[config.mk]
export PLATFORM = sky130hd
export DESIGN_NAME = mant_addsub_pipe
export DESIGN_NICKNAME = d
export VERILOG_FILES = /design/src/rtl/fp_alu_pkg.sv /design/src/rtl/mant_lzc.sv /design/src/rtl/mant_addsub_pipe.sv
export SDC_FILE = /design/constraint.sdc
export NUM_CORES = 1
export LEC_CHECK = 0
export ABC_AREA = 1
export CAP_MARGIN = 20
export CORE_ASPECT_RATIO = 0.5
export CORE_UTILIZATION = 28
export CTS_CLUSTER_DIAMETER = 30
export DETAILED_ROUTE_END_ITERATION = 7
export PLACE_DENSITY_LB_ADDON = 0.15
export RECOVER_POWER = 50
export SLEW_MARGIN = 40
export SYNTH_ARGS = -nofsm -noshare
export SYNTH_HDL_FRONTEND = slang
export SYNTH_HIERARCHICAL = 1
export SYNTH_SLANG_ARGS = --single-unit
[constraint.sdc]
create_clock -name clk -period 3.75 [get_ports clk]
set_input_delay 0.75 -clock clk [delete_from_list [all_inputs] [get_ports clk]]
set_output_delay 0.75 -clock clk [all_outputs]
set_load 0.005 [all_outputs]
[src/rtl/fp_alu_pkg.sv]
// fp_alu_pkg: shared opcodes and width helpers for the floating-point ALU datapath
package fp_alu_pkg;
   localparam logic OP_ADD = 1'b0;
   localparam logic OP_SUB = 1'b1;
   function automatic int lzc_w(input int width);
      return $clog2(width + 2);
   endfunction
endpackage

[src/rtl/mant_lzc.sv]
// mant_lzc: leading-zero count over a WIDTH+1 bit magnitude; returns WIDTH+1 when all bits are zero
module mant_lzc import fp_alu_pkg::*; #(
   parameter int WIDTH = 24
) (
   input  logic [WIDTH:0]              val_i,
   output logic [lzc_w(WIDTH)-1:0]     cnt_o
);
   // scanning upward lets the highest set bit win the priority
   always_comb begin
      cnt_o = lzc_w(WIDTH)'(WIDTH + 1);
      for (int i = 0; i <= WIDTH; i++)
         if (val_i[i]) cnt_o = lzc_w(WIDTH)'(WIDTH - i);
   end
endmodule

[src/rtl/mant_addsub_pipe.sv]
// mant_addsub_pipe: pipelined sign-magnitude mantissa add/sub with global-stall handshake,
// pass-through tag, and zero/leading-zero flags derived from the last stage
module mant_addsub_pipe import fp_alu_pkg::*; #(
   parameter int WIDTH  = 24,
   parameter int STAGES = 2,
   parameter int TAG_W  = 8
) (
   input  logic                    clk,
   input  logic                    rst_n,
   input  logic                    in_valid,
   output logic                    in_ready,
   input  logic [WIDTH-1:0]        op1,
   input  logic [WIDTH-1:0]        op2,
   input  logic                    operator,
   input  logic [TAG_W-1:0]        in_tag,
   output logic                    out_valid,
   input  logic                    out_ready,
   output logic [WIDTH:0]          mag,
   output logic                    sign,
   output logic                    zero,
   output logic [lzc_w(WIDTH)-1:0] lzc,
   output logic [TAG_W-1:0]        out_tag
);
   logic [WIDTH:0]          a, b, mag_d;
   logic                    sign_d, advance;
   logic [lzc_w(WIDTH)-1:0] cnt;

   always_comb begin
      a       = {1'b0, op1};
      b       = {1'b0, op2};
      sign_d  = operator == OP_SUB && op1 < op2;
      mag_d   = operator == OP_ADD ? a + b : sign_d ? b - a : a - b;
      advance = !g_stage[STAGES-1].vld_q || out_ready;
      in_ready = advance;
   end

   for (genvar s = 0; s < STAGES; s++) begin : g_stage
      logic [WIDTH:0]     mag_q, mag_in;
      logic               sign_q, sign_in, vld_q, vld_in;
      logic [TAG_W-1:0]   tag_q, tag_in;
      if (s == 0) begin : g_head
         assign {vld_in, sign_in, mag_in, tag_in} = {in_valid, sign_d, mag_d, in_tag};
      end else begin : g_body
         assign {vld_in, sign_in, mag_in, tag_in} =
            {g_stage[s-1].vld_q, g_stage[s-1].sign_q, g_stage[s-1].mag_q, g_stage[s-1].tag_q};
      end
      always_ff @(posedge clk or negedge rst_n)
         if (!rst_n) begin
            vld_q  <= 1'b0;
            sign_q <= 1'b0;
            mag_q  <= '0;
            tag_q  <= '0;
         end else if (advance) begin
            vld_q <= vld_in;
            if (vld_in) begin
               sign_q <= sign_in;
               mag_q  <= mag_in;
               tag_q  <= tag_in;
            end
         end
   end

   mant_lzc #(.WIDTH(WIDTH)) u_lzc (.val_i(g_stage[STAGES-1].mag_q), .cnt_o(cnt));

   // empty slots may hold stale data, so every result field is masked by valid
   always_comb begin
      out_valid = g_stage[STAGES-1].vld_q;
      mag       = out_valid ? g_stage[STAGES-1].mag_q : '0;
      sign      = out_valid && g_stage[STAGES-1].sign_q;
      zero      = out_valid && g_stage[STAGES-1].mag_q == '0;
      lzc       = out_valid ? cnt : '0;
      out_tag   = out_valid ? g_stage[STAGES-1].tag_q : '0;
   end
endmodule

==> results of run 1 <==
power by group through the flow:
stage | clock [mW] | sequential [mW] | combinational [mW]
3_5_place_dp | 0 | 1.24 | 2.02
2_1_floorplan | 0 | 1.15 | 1.22
4_1_cts | 0.873 | 1.23 | 2.03
6_report | 0.837 | 1.22 | 2.02
5_1_grt | 0.909 | 1.27 | 2.26
3_3_place_gp | 0 | 1.24 | 2.03
cell families after synthesis:
family,Yosys count,share of synthesized area
compound gates,144,0.0897
xor+xnor,21,0.0211
buf+inv,347,0.160
mux,32,0.0413
fa+ha+maj,78,0.114
simple gates,795,0.373
flops,70,0.201
cell type report:
cell class / instances / share of cell area
Clock inverter: 6 / 0.00590
Inverter: 303 / 0.107
Clock buffer: 10 / 0.0216
Timing Repair Buffer: 139 / 0.123
Tap cell: 423 / 0.0499
Sequential cell: 70 / 0.165
Multi-Input combinational cell: 1070 / 0.527
worst max-delay path by stage:
stage,startpoint,end,slack [ns],cells past startpoint
2_1_floorplan,op1[5],g_stage[0].mag_q[9]$_DFFE_PN0P_,1.30,16
3_3_place_gp,op1[7],g_stage[0].mag_q[15]$_DFFE_PN0P_,0.23,15
3_5_place_dp,op1[3],g_stage[0].mag_q[16]$_DFFE_PN0P_,0.27,15
4_1_cts,g_stage[1].mag_q[1]$_DFFE_PN0P_,lzc[0],0.33,27
5_1_grt,g_stage[1].mag_q[1]$_DFFE_PN0P_,lzc[0],0.05,27
6_report,g_stage[1].mag_q[1]$_DFFE_PN0P_,lzc[0],0.39,27
sequential cells by signal (all words and copies together) (netlist names):
name / cells
g_stage.vld_q: 1
g_stage.mag_q: 50
g_stage.tag_q: 16
g_stage.sign_q: 2
out_valid: 1
worst register-to-register path, cell delays in order (launching register included):
cell	delay, ns
dfrtp_1	0.34
inv_1	0.05
nor2_1	0.08
inv_1	0.09
nand2_1	0.07
clkbuf_1	1.44
mux2_2	0.47
Yosys cell counts:
library cell | count | area share
nand2_2 | 3 | 0.0021
nand4_1 | 20 | 0.014
or2_0 | 1 | 0.00072
mux2_2 | 32 | 0.041
or2_2 | 1 | 0.00072
o22ai_1 | 1 | 0.00072
nor2_1 | 104 | 0.045
nand3_2 | 1 | 0.0011
a21oi_1 | 70 | 0.040
a311oi_1 | 1 | 0.0010
nor3_1 | 7 | 0.0040
a211oi_1 | 1 | 0.00086
a21boi_0 | 3 | 0.0026
o211ai_1 | 2 | 0.0017
o21ai_1 | 9 | 0.0052
clkbuf_1 | 12 | 0.0052
nor2_2 | 2 | 0.0014
and2_1 | 1 | 0.00072
and3_1 | 1 | 0.00072
or4_1 | 3 | 0.0026
o21ai_0 | 40 | 0.023
xor2_1 | 19 | 0.019
ha_1 | 75 | 0.11
o21bai_1 | 8 | 0.0069
dfrtp_1 | 70 | 0.20
fa_1 | 3 | 0.0069
nor2_4 | 2 | 0.0026
nor4_1 | 7 | 0.0050
clkinv_1 | 1 | 0.00043
nand2_1 | 525 | 0.23
buf_1 | 1 | 0.00043
a21oi_2 | 3 | 0.0030
buf_6 | 4 | 0.0052
buf_2 | 16 | 0.0092
buf_4 | 11 | 0.0095
inv_2 | 2 | 0.00086
inv_1 | 300 | 0.13
nand3_1 | 117 | 0.067
a31oi_1 | 3 | 0.0021
o31ai_1 | 1 | 0.00086
a21o_1 | 2 | 0.0017
xnor2_1 | 2 | 0.0020
through the flow:
stage / std cells / hold WS (ns)
after floorplan: 1487 / 0.445
after global placement: 2005 / 0.458
after detailed placement: 2005 / 0.464
after CTS: 2021 / 0.480
after global routing: 2021 / 0.500
final: 2021 / 0.472
per-layer routing:
layer / part of all wire / up-vias / GRT usage
met5: 0 / - / 0
met4: 0.010 / 0 / 0.0402
met3: 0.058 / 19 / 0.0267
met2: 0.39 / 254 / 0.287
met1: 0.54 / 4083 / 0.320
li1: - / 4766 / -
==> impl_metrics.csv, run 1 <==
group,metric,value,unit
die,die_h,127,um
place,dp.final_hpwl,26600,um
place,gp_congestion,0.955,
critical_path,critPathMaxFanout,5,
final_layout,drive_gt1_frac,0.0601,
detailed_routing,drc_errors,0,
min_path,hold_path_depth,2,
sta,hold_violations,0,
power,clkPwrFrac,0.205,
global_routing,track_usage,0.203,
sta,final.setup.tns,0,ns
critical_path,reg2reg_depth,6,
final_layout,area_growth_syn_to_layout,21.4,%
run_status,status,"finished with violations",
sta,rsz0062_at_grt,"false",
critical_path,regToRegEndpoint,"g_stage[1].mag_q[1]$_DFFE_PN0P_",
power,total_power,4.08,mW
critical_path,regToRegSetupSlack,1.09,ns
sta,final.setup.worst_slack,0.385,ns
final_layout,final_area,10600,um^2
final_layout,multiInputGateArea,5590,um^2
critical_path,critPathKind,"flop to output pin",
die,initial_core_util,0.286,
min_path,min_to,"g_stage[0].mag_q[4]$_DFFE_PN0P_",
cts,postCtsResizedCells,0,
cts,cts-buffers-inserted,9,
logic_synthesis,synthCells,1487,
detailed_routing,drtAntennaViolNets,0,
power,vdd_drop_max,0.211,mV
detailed_routing,vias,9122,
critical_path,crit_family,"simple AND/OR/NAND/NOR gates",
sta,slew_violations,72,
final_layout,utilization,0.347,
min_path,hold_class,"flop to flop",
cts,clkLatencyLatePin,0.34,ns
logic_synthesis,postSynthAreaPerCell,5.87,um^2
final_layout,final.fill_count,3504,
final_layout,finalNetCount,1732,
min_path,min_from,"g_stage[0].mag_q[4]$_DFFE_PN0P_",
die,core-area,30500,um^2
place,place_area,10300,um^2
die,die_x,252,um
sta,tightest_slew,2.02,ns
critical_path,worstSetupStartpointType,"flop",
critical_path,rr_startpoint,"out_valid$_DFFE_PN0N_",
power,p_int,2.38,mW
die,num_rows,45,
global_routing,grt_antenna_before_repair,0,
logic_synthesis,synth_fp_nets,1626,
global_routing,first_global_vias,8675,
critical_path,cpPeakStageDelay,0.53,ns
power,p_seq_frac,0.299,
logic_synthesis,yosys_warnings,6,
flow_run,maxCapViolations,2,
power,combPwrFrac,0.496,
global_routing,grt_max_degree,45,
critical_path,critPathArrivalTime,2.61,ns
place,io_buffer_count,102,
cts,cts_setup_buffers,0,
global_routing,grt_pass1_wl,49800,um
sta,setup_viol,0,
critical_path,critical_path.most_common_cell,"nand2_1",
place,pre_cts_ws,0.271,ns
cts,clk_pin_slew,0.05,ns
cts,ctsHtreeMaxLevel,3,
detailed_routing,drt_iter0_markers,731,
sta,fin_crit_sh,0.897,
final_layout,seqCellArea,1750,um^2
detailed_routing,viasPerCell,4.51,
logic_synthesis,ys_seq_area_frac,0.201,
sta,fin_crit,3.36,ns
power,switching_power,1.70,mW
sta,relSlewSlack,-0.345,
power,powerDensity,385,nW/um^2
detailed_routing,wl_per_cell,15.8,um
power,p_leak,5.99,nW
final_layout,layout_common_cells,"nand2_1, inv_1, nand3_1",
critical_path,slowest_stage,"clkdlybuf4s50_1",
logic_synthesis,synth_cell_type_count,42,
die,dieArea,31900,um^2
critical_path,cp.buffers_inverters,3,
critical_path,cp.required,3.00,ns
cts,holdBufCountCts,0,
cts,clock_sinks,70,
die,io_pins,103,
final_layout,final_common_cell,"nand2_1",
sta,fmaxAchievable,297,MHz
critical_path,crit_path_end_kind,"output pin",
run_status,violations,"capacitance limit, slew limit",
cts,clk_path_buf_depth,2,
logic_synthesis,syn-cell-area,8730,um^2
logic_synthesis,synth_seq_cells,70,
sta,worst_clock_skew,0.00683,ns
final_layout,n_antenna_cell,0,
cts,cts_tree,"done",
detailed_routing,dr.pass1.iters,5,
global_routing,grt_overflow,0,
cts,cts-root-buf,"clkbuf_16",
power,swShare,0.416,
detailed_routing,wirelength,31800,um
Note: power is estimated with default switching activity, not from simulation.
==> run 2, diff against run 1 <==
--- a/config.mk
+++ b/config.mk
@@ -8,11 +8,13 @@
 export ABC_AREA = 1
 export CAP_MARGIN = 20
 export CORE_ASPECT_RATIO = 0.5
+export CORE_MARGIN = 1
 export CORE_UTILIZATION = 28
 export CTS_CLUSTER_DIAMETER = 30
 export DETAILED_ROUTE_END_ITERATION = 7
 export PLACE_DENSITY_LB_ADDON = 0.15
 export RECOVER_POWER = 50
+export REMOVE_ABC_BUFFERS = 1
 export SLEW_MARGIN = 40
 export SYNTH_ARGS = -nofsm -noshare
 export SYNTH_HDL_FRONTEND = slang
==> impl_metrics.csv, run 2 (synthesized netlist as in run 1, its figures left out) <==
group,metric,value,unit
final_layout,biggestRegsByFlops,"g_stage.mag_q (50), g_stage.tag_q (16), g_stage.sign_q (2)",
place,dp.final_hpwl,26100,um
sta,rsz0062_at_grt,"false",
place,io_buffer_count,102,
die,io_pins,103,
cts,clkLatencyLatePin,0.33,ns
die,die_h,127,um
sta,tightest_slew,1.75,ns
critical_path,crit_family,"simple AND/OR/NAND/NOR gates",
global_routing,track_usage,0.200,
place,gp_congestion,0.947,
cts,cts_tree,"done",
run_status,violations,"capacitance limit, slew limit",
final_layout,top_register,"g_stage.mag_q",
die,dieArea,31900,um^2
global_routing,grt_max_degree,71,
power,p_leak,6.04,nW
critical_path,crit_path_end_kind,"output pin",
cts,cts_setup_buffers,0,
cts,clock_sinks,70,
cts,holdBufCountCts,0,
power,vdd_drop_max,0.254,mV
sta,final.setup.worst_slack,0.432,ns
detailed_routing,drc_errors,0,
power,powerDensity,390,nW/um^2
global_routing,grt_antenna_before_repair,0,
flow_run,maxCapViolations,2,
die,die_x,252,um
cts,ctsHtreeMaxLevel,3,
critical_path,slowest_stage,"clkdlybuf4s50_1",
sta,hold_violations,0,
sta,fin_crit,3.32,ns
detailed_routing,wl_per_cell,15.5,um
final_layout,final_common_cell,"nand2_1",
global_routing,grt_pass1_wl,49800,um
final_layout,drive_gt1_frac,0.0654,
critical_path,critPathKind,"flop to output pin",
critical_path,critPathMaxFanout,5,
critical_path,worstSetupStartpointType,"flop",
critical_path,regToRegSetupSlack,1.12,ns
sta,setup_viol,0,
final_layout,finalNetCount,1739,
final_layout,layout_common_cells,"nand2_1, inv_1, nand3_1",
place,dp_cells,2012,
sta,relSlewSlack,-0.169,
final_layout,n_antenna_cell,0,
die,core-area,30500,um^2
sta,slew_violations,102,
cts,postCtsResizedCells,0,
critical_path,critical_path.most_common_cell,"nand2_1",
die,initial_core_util,0.286,
cts,cts-buffers-inserted,9,
detailed_routing,viasPerCell,4.56,
cts,cts-root-buf,"clkbuf_16",
final_layout,finalNonFillerCells,2028,
critical_path,cp.required,3.00,ns
cts,clk_pin_slew,0.06,ns
sta,fin_crit_sh,0.885,
run_status,status,"finished with violations",
detailed_routing,drt_iter0_markers,832,
critical_path,reg2reg_depth,6,
critical_path,path_depth,27,
critical_path,cp-startpoint,"g_stage[1].mag_q[1]$_DFFE_PN0P_",
detailed_routing,dr.pass1.iters,5,
cts,clk_path_buf_depth,2,
critical_path,cpPeakStageDelay,0.49,ns
sta,worst_clock_skew,0.00388,ns
global_routing,grt_overflow,0,
min_path,hold_class,"flop to flop",
critical_path,critPathArrivalTime,2.57,ns
final_layout,utilization,0.350,
place,pre_cts_ws,0.331,ns
detailed_routing,vias,9239,
global_routing,first_global_vias,8809,
detailed_routing,wirelength,31400,um
final_layout,area_growth_syn_to_layout,22.5,%
critical_path,rr_startpoint,"out_valid$_DFFE_PN0N_",
min_path,hold_path_depth,2,
power,total_power,4.17,mW
final_layout,largest_register_ffs,50,
min_path,min_from,"g_stage[0].tag_q[0]$_DFFE_PN0P_",
sta,final.setup.tns,0,ns
die,num_rows,45,
critical_path,cp.buffers_inverters,3,
detailed_routing,drtAntennaViolNets,0,
sta,fmaxAchievable,301,MHz
==> run 2: changes by cell type in the layout (fill, tap and decap cells not counted), sizes merged <==
cell and delta:
buf +9, bufinv +1, clkbuf -2, clkinv -3
clkinvlp +1, inv +1
==> run 2: worst paths after layout <==
kind | end
max reg2reg | g_stage[1].tag_q[3]$_DFFE_PN0P_
min reg2reg | g_stage[0].tag_q[0]$_DFFE_PN0P_
max in group asynchronous | g_stage[1].sign_q$_DFFE_PN0P_
min | g_stage[0].tag_q[0]$_DFFE_PN0P_
min in group asynchronous | g_stage[0].tag_q[1]$_DFFE_PN0P_
max | lzc[0]
==> run 2: layout make-up <==
type	count	area [um^2]
inverter	303	1140
sequential	70	1750
multi-input combinational	1070	5590
clock buffer	10	229
fill	3478	19800
clock inverter	6	95.1
tap	423	529
timing repair buffer	146	1360
==> run 2: layer usage <==
metal / GRT usage / part of all wire / vias up
met4: 0.0316 / 0.0072 / 0
met2: 0.295 / 0.40 / 264
met3: 0.0281 / 0.068 / 19
li1: - / - / 4775
met5: 0 / 0 / -
met1: 0.309 / 0.53 / 4181
==> run 2: stage by stage <==
stage | instance area [um^2] | hold WS (ns)
after floorplan | 8480 | 0.445
after global placement | 10400 | 0.464
after detailed placement | 10400 | 0.466
after CTS | 10700 | 0.444
after global routing | 10700 | 0.502
final | 10700 | 0.476
==> run 2: report_power, final <==
part | internal (mW) | switching (mW)
combinational | 0.887 | 1.14
clock | 0.588 | 0.339
sequential | 0.988 | 0.230
==> run 2: worst register-to-register path, cell delays in order, from the launching register on <==
cell and delay, ns:
dfrtp_1 0.34, inv_1 0.07, nor2_1 0.08, inv_1 0.09
nand2_1 0.26, clkbuf_1 1.21, mux2_2 0.46
